--- src/rtl/tone_gen_pkg.sv ---
// Shared tone-generator definitions: sample width, offset-binary constant and PWM output FSM states.
// Used by the DDS mixer and by audio_pwm_out.
package tone_gen_pkg;
  localparam int SAMPLE_W = 16;
  localparam logic [SAMPLE_W-1:0] MIDSCALE = 16'h8000;

  typedef enum logic {
    WAIT_FIRST = 1'b0,
    RUN        = 1'b1
  } pwm_state_e;
endpackage

--- src/rtl/pwm_duty_quantizer.sv ---
// Combinational sample-to-duty conversion: offset binary, then truncation to PWM_BITS.
// `PWM_NOISE_SHAPE_EN adds first-order error feedback with saturation.
module pwm_duty_quantizer
  import tone_gen_pkg::*;
#(
  parameter int PWM_BITS = 8,
  parameter int ERR_W    = SAMPLE_W - PWM_BITS
) (
  input  logic [SAMPLE_W-1:0] source,
`ifdef PWM_NOISE_SHAPE_EN
  input  logic [ERR_W-1:0]    err,
  output logic [ERR_W-1:0]    err_next,
`endif
  output logic [PWM_BITS-1:0] duty
);

  logic [SAMPLE_W-1:0] ob_s;

`ifdef PWM_NOISE_SHAPE_EN
  logic [SAMPLE_W:0] sum_s;

  // Fold the previous residue back in; a carry out saturates rather than wrapping to zero.
  always_comb begin
    ob_s     = source ^ MIDSCALE;
    sum_s    = {1'b0, ob_s} + {{(PWM_BITS + 1){1'b0}}, err};
    err_next = sum_s[ERR_W-1:0];
    if (sum_s[SAMPLE_W]) begin
      duty = {PWM_BITS{1'b1}};
    end else begin
      duty = sum_s[SAMPLE_W-1 -: PWM_BITS];
    end
  end
`else
  // Plain truncation of the offset-binary sample.
  always_comb begin
    ob_s = source ^ MIDSCALE;
    duty = PWM_BITS'(ob_s >> ERR_W);
  end
`endif

endmodule

--- src/rtl/audio_pwm_out.sv ---
// Audio PWM output stage: captures mixed samples, double-buffers the duty and drives one PWM pin.
// Optional first-order noise shaping is enabled with `PWM_NOISE_SHAPE_EN.
module audio_pwm_out
  import tone_gen_pkg::*;
#(
  parameter int PWM_BITS = 8
) (
  input  logic                clk_in,
  input  logic                reset_n_in,
  input  logic [SAMPLE_W-1:0] data_in,
  input  logic                data_valid_in,
  output logic                pwm_out,
  output logic                sample_taken_out,
  output logic                overrun_out
);

  localparam int ERR_W = SAMPLE_W - PWM_BITS;
  localparam logic [PWM_BITS-1:0] DUTY_MID = {1'b1, {(PWM_BITS - 1){1'b0}}};

  logic [PWM_BITS-1:0] cnt_r, cnt_next_s;
  logic [PWM_BITS-1:0] duty_r, duty_next_s, q_duty_s;
  logic [SAMPLE_W-1:0] pend_r, source_s;
  logic                pend_vld_r;
  logic                boundary_s, load_s;
  logic                pwm_r, pwm_next_s, sample_taken_r, overrun_r;
  pwm_state_e          state_r, state_next_s;

  // Boundary detection and load source selection; a coincident strobe bypasses the pending slot.
  always_comb begin
    cnt_next_s = cnt_r + {{(PWM_BITS - 1){1'b0}}, 1'b1};
    boundary_s = &cnt_r;
    load_s     = boundary_s && (pend_vld_r || data_valid_in);
    if (data_valid_in) begin
      source_s = data_in;
    end else begin
      source_s = pend_r;
    end
    if (load_s) begin
      duty_next_s = q_duty_s;
    end else begin
      duty_next_s = duty_r;
    end
  end

`ifdef PWM_NOISE_SHAPE_EN
  logic [ERR_W-1:0] err_r, err_next_s;

  pwm_duty_quantizer #(.PWM_BITS(PWM_BITS)) u_quant (
    .source   (source_s),
    .err      (err_r),
    .err_next (err_next_s),
    .duty     (q_duty_s)
  );

  // Residue only advances when a sample is actually loaded.
  always_ff @(posedge clk_in) begin
    if (!reset_n_in) begin
      err_r <= {ERR_W{1'b0}};
    end else if (load_s) begin
      err_r <= err_next_s;
    end
  end
`else
  pwm_duty_quantizer #(.PWM_BITS(PWM_BITS)) u_quant (
    .source (source_s),
    .duty   (q_duty_s)
  );
`endif

  // FSM state register.
  always_ff @(posedge clk_in) begin
    if (!reset_n_in) begin
      state_r <= WAIT_FIRST;
    end else begin
      state_r <= state_next_s;
    end
  end

  // FSM next state: the first boundary load starts output; there is no way back except reset.
  always_comb begin
    state_next_s = state_r;
    case (state_r)
      WAIT_FIRST: begin
        if (load_s) begin
          state_next_s = RUN;
        end else begin
          state_next_s = WAIT_FIRST;
        end
      end
      RUN:     state_next_s = RUN;
      default: state_next_s = WAIT_FIRST;
    endcase
  end

  // FSM output: compare against next-cycle values so the registered edge lines up with cnt.
  always_comb begin
    pwm_next_s = 1'b0;
    if ((state_next_s == RUN) && (cnt_next_s < duty_next_s)) begin
      pwm_next_s = 1'b1;
    end else begin
      pwm_next_s = 1'b0;
    end
  end

  // Counter, duty buffer, pending sample and status flags.
  always_ff @(posedge clk_in) begin
    if (!reset_n_in) begin
      cnt_r          <= {PWM_BITS{1'b0}};
      duty_r         <= DUTY_MID;
      pend_r         <= {SAMPLE_W{1'b0}};
      pend_vld_r     <= 1'b0;
      pwm_r          <= 1'b0;
      sample_taken_r <= 1'b0;
      overrun_r      <= 1'b0;
    end else begin
      cnt_r          <= cnt_next_s;
      duty_r         <= duty_next_s;
      pwm_r          <= pwm_next_s;
      sample_taken_r <= load_s;
      if (load_s) begin
        pend_vld_r <= 1'b0;
      end else if (data_valid_in) begin
        pend_r     <= data_in;
        pend_vld_r <= 1'b1;
        if (pend_vld_r) begin
          overrun_r <= 1'b1;
        end
      end
    end
  end

  assign pwm_out          = pwm_r;
  assign sample_taken_out = sample_taken_r;
  assign overrun_out      = overrun_r;

endmodule

--- config.mk ---
export PLATFORM = sky130hd
export DESIGN_NAME = audio_pwm_out
export DESIGN_NICKNAME = d
export VERILOG_FILES = /design/src/rtl/tone_gen_pkg.sv /design/src/rtl/pwm_duty_quantizer.sv /design/src/rtl/audio_pwm_out.sv
export SDC_FILE = /design/constraint.sdc
export NUM_CORES = 1
export LEC_CHECK = 0
export ABC_CLOCK_PERIOD_IN_PS = 5500
export CELL_PAD_IN_SITES_DETAIL_PLACEMENT = 1
export CELL_PAD_IN_SITES_GLOBAL_PLACEMENT = 2
export CORE_ASPECT_RATIO = 0.9
export CORE_UTILIZATION = 38
export CTS_BUF_LIST = sky130_fd_sc_hd__clkbuf_8
export CTS_CLUSTER_SIZE = 12
export DETAILED_ROUTE_END_ITERATION = 12
export GPL_TIMING_DRIVEN = 0
export PLACE_DENSITY = 0.95
export SETUP_SLACK_MARGIN = 0.02
export SLEW_MARGIN = 10
export SYNTH_ARGS = -nofsm -noshare
export SYNTH_HDL_FRONTEND = slang
export SYNTH_HIERARCHICAL = 1
export SYNTH_SLANG_ARGS = --single-unit
--- constraint.sdc ---
create_clock -name clk_in -period 5.5 [get_ports clk_in]
set_input_delay 0.55 -clock clk_in [delete_from_list [all_inputs] [get_ports clk_in]]
set_output_delay 0.55 -clock clk_in [all_outputs]
set_load 0.01 [all_outputs]
Word-level counts from Yosys, hierarchy flattened:

Index checks and enable logic that the tools add are counted.

* reduce and logical (&&, ||, !) cells: 7
* add/sub/neg operators: 1
* bitwise gates (word level): 4
* mux-type cells: 5
* $lt $le $gt $ge: 1

Operators by type and width (count)
* two-way mux 16 bit: 1
* adder 8 x 1 -> 8 bit (second input constant): 1
* less-than comparator 8 bit: 1
* two-way mux 8 bit: 1
* AND reduction 8 bit: 1
* inverter 1 bit: 4
* AND reduction 3 bit: 1
* logical AND 1 bit: 2
* two-way mux 1 bit: 2
* one-hot mux 1 bit (2 select lines): 1
* AND reduction 2 bit: 1
* OR reduction 2 bit: 1
* logical OR 1 bit: 1

* register bits after elaboration: 37
* logic and storage cells: 27

Longest topological paths before layout:

* depth after elaboration: 6
* gate-level depth with buffers: 11
* depth with buffers taken out: 9

Modules after synthesis:

Netlist, hierarchy kept.

By module, submodules not included
* audio_pwm_out: area each 1692.9 sq um, instances 1, cells each 182, seq. area each 740.7 sq um
* pwm_duty_quantizer: area each 56.3 sq um, instances 1, cells each 8, seq. area each 0.0 sq um

Least setup slack after synthesis:

OpenSTA, ideal clock, no wires.

* path kind: input to register
* from: in data_valid_in
* to: reg pwm_r (netlist: pwm_out)
* data arrival time: 2.458 ns
* stages: 10
* path slack: 2.956 ns
* cells stage by stage: buf_2 -> nor2_1 -> or3_1 -> buf_6 -> buf_8 -> mux2i_2 -> ha_1 -> and4_1 -> and4_1 -> a211oi_1

* word-level cells in the longest chain between the ends: 6

RTL lines
* start: declaration: RTL line audio_pwm_out.sv:11 `input logic data_valid_in,`
* two-way mux 16 bit / logical OR 1 bit (equally long branches)
* inverter 1 bit (no line) / logical AND 1 bit (equally long branches)
* two-way mux 8 bit / two-way mux 1 bit (equally long branches): RTL line audio_pwm_out.sv:38, audio_pwm_out.sv:84
* less-than comparator 8 bit / one-hot mux 1 bit (2 select lines) (equally long branches): RTL line audio_pwm_out.sv:98, audio_pwm_out.sv:82
* logical AND 1 bit (*): RTL line audio_pwm_out.sv:98 `if ((state_next_s == RUN) && (cnt_next_s < duty_next_s)) begin`
* two-way mux 1 bit (*): RTL line audio_pwm_out.sv:98
* end signal: assignment: RTL line audio_pwm_out.sv:118 `pwm_r <= pwm_next_s;`
* end: declaration: RTL line audio_pwm_out.sv:25 `logic pwm_r, pwm_next_s, sample_taken_r, overrun_r;`

Every way passes the cells marked *; elsewhere a longest branch is shown, timed or not.
A chain may end at the register's enable or synchronous reset.

Worst setup path after layout:

* from: reg cnt_r[0]
* to: reg pwm_r (netlist: pwm_out)

* word-level cells in the longest chain between the ends: 6

RTL lines
* start: declaration: RTL line audio_pwm_out.sv:20 `logic [PWM_BITS-1:0] cnt_r, cnt_next_s;`
* start signal: assignment: RTL line audio_pwm_out.sv:108 `cnt_r <= {PWM_BITS{1'b0}};`
* start signal: assignment: RTL line audio_pwm_out.sv:116 `cnt_r <= cnt_next_s;`
* branches (longest 4 deep; another with adder 8 x 1 -> 8 bit)
* logical AND 1 bit (*): RTL line audio_pwm_out.sv:98
* two-way mux 1 bit (*): RTL line audio_pwm_out.sv:98

Mark *: on every way between the ends.

==> reports/metrics.cfg <==
[outcome]
outcome=finished clean

[routing]
drt-total-wl_mm=2.85
drtPass1Iterations=4
post_drt_via_cell_ratio=5.00
vias=1064
routedWlPerCell_um=13.4
drc=0
first_iter_violations=14
antenna_left=0

[sta]
fin_crit_sh_pct=51.3
drv_slew=0
tightest_slew_ns=0.431
setup_tns_ns=0
skew_ns=0.00600
min_period_ns=2.82
max_freq_mhz=355
rsz0062_at_grt=false
setup_viol=0
hold_viol=0
relSlewSlack_pct=71.3

[die]
dieArea_sq_mm=0.00393
die_x_um=66.0
io_pins=22
die_h_um=59.6
start_util_pct=40.5
num_rows=20
coreArea_sq_mm=0.00345

[logic_synthesis]
synth_area_sq_mm=0.00140
syn_nets=177
ys_warn_count=6
syn-instance-count=150
avgSynthCellArea_sq_um=9.33

[grt]
grt_pass1_wl_mm=4.94
grt_pass1_vias=1074
gr-total-overflow=0
grt_usage_pct=17.5
grt_max_degree=11
antenna_found_initial=0

[setup_path]
worst_r2r_startpoint=cnt_r[0]
arrival_ns=3.00
worstPathRequired_ns=5.68
crit_type=reg2reg
critPathLaunchType=register
r2r_end=pwm_out
reg2reg_slack_ns=2.68
cp_max_fo=6
endpoint_kind=register
r2r_cells=11

[final_layout]
regArea_sq_um=581
n_fill_cell=406
drive_above_1_share_pct=18.3
areaGrowthSynthToFinish_pct=17.5
multiInputGateArea_sq_um=693
final_cell_mix=dfxtp_1, nand2_1, nor2_1
final_common_cell=dfxtp_1
nets=195
diodes=0

[clock_network]
cts_buffers=5
cts_buffer_depth=2
clk_latency_ns=0.28
cts-root-buf=clkbuf_8
cts.clk_slew.worst_paths_ns=0.06
clock_sinks=29
cts-hold-fix-buffers=0
cts_setup_buffers=0
cts_resized=0
cts_tree=built
cts_max_level=2

[pwr]
ir_drop_mv=0.152
p_leak_nw=0.718
powerDensity_mw_per_mm2=256
totalPowerFinal_mw=0.421

[flow_run]
drv_cap=0

[placed_design]
port_buffers=11
gp_congestion=0.771
dp.final_hpwl_mm=2.21

[worst_hold_path]
min_from=overrun_out
hold_class=reg2reg
min_to=overrun_out
holdPathStages=2

==> layer usage <==
layer  up-vias  global-route usage (%)  part of all wire, %
li1        535                       -                    -
met1       505                    22.1                   49
met2        16                    27.7                   45
met3         8                    4.04                  3.2
met4         0                    9.12                  2.5
met5         -                       0                    0
==> stage by stage <==
| stage | cells | hold WS, ns | instance area, sq um | setup WS (ns) | utilization (%) |
|---|---|---|---|---|---|
| floorplan | 150 | 0.427 | 1400 | 3.00 | - |
| global placement | 205 | 0.433 | 1560 | 2.70 | 45.3 |
| detailed placement | 205 | 0.441 | 1560 | 2.67 | 45.3 |
| CTS | 213 | 0.450 | 1640 | 2.67 | 47.6 |
| global route | 213 | 0.469 | 1640 | 2.47 | 47.6 |
| finish | 213 | 0.448 | 1640 | 2.68 | 47.6 |
==> critical path, cell delays in order, from the launching register on <==
cell	delay, ns
dfxtp_1	0.41
ha_1	0.27
nand3_1	0.18
or3_1	0.37
buf_6	0.15
buf_8	0.12
mux2i_2	0.23
ha_1	0.29
and4_1	0.21
a21oi_1	0.14
o2111ai_1	0.13
a211oi_1	0.22
==> power breakdown <==
| group | switching, mW | internal, mW | total [mW] |
|---|---|---|---|
| clock network | 0.0773 | 0.0840 | 0.161 |
| registers | 0.00405 | 0.217 | 0.221 |
| logic | 0.0167 | 0.0224 | 0.0391 |
| total | 0.0981 | 0.323 | 0.421 |
==> worst max-delay path by stage <==
stage                        startpoint      end  slack [ns]  depth (start not counted)
after floorplan           data_valid_in  pwm_out        3.00                         10
after CTS                      cnt_r[0]  pwm_out        2.67                         11
final                          cnt_r[0]  pwm_out        2.68                         11
after global placement    data_valid_in  pwm_out        2.70                         11
after detailed placement  data_valid_in  pwm_out        2.67                         11
after global routing           cnt_r[0]  pwm_out        2.47                         11
==> cell type report <==
type | instances | share of cell area [%]
Buffer | 17 | 6.93
Timing Repair Buffer | 11 | 6.70
Tap cell | 44 | 3.35
Sequential cell | 29 | 35.3
Clock buffer | 5 | 4.19
Clock inverter | 3 | 0.685
Multi-Input combinational cell | 101 | 42.2
Inverter | 3 | 0.685
==> state kept, by name, indices dropped and copies added, names as in the netlist <==
register and count:
state_r 1, overrun_out 1, duty_r 8, cnt_r 8
pend_r 8, sample_taken_out 1, pend_vld_r 1, pwm_out 1
Note: power is estimated with default switching activity, not from simulation.
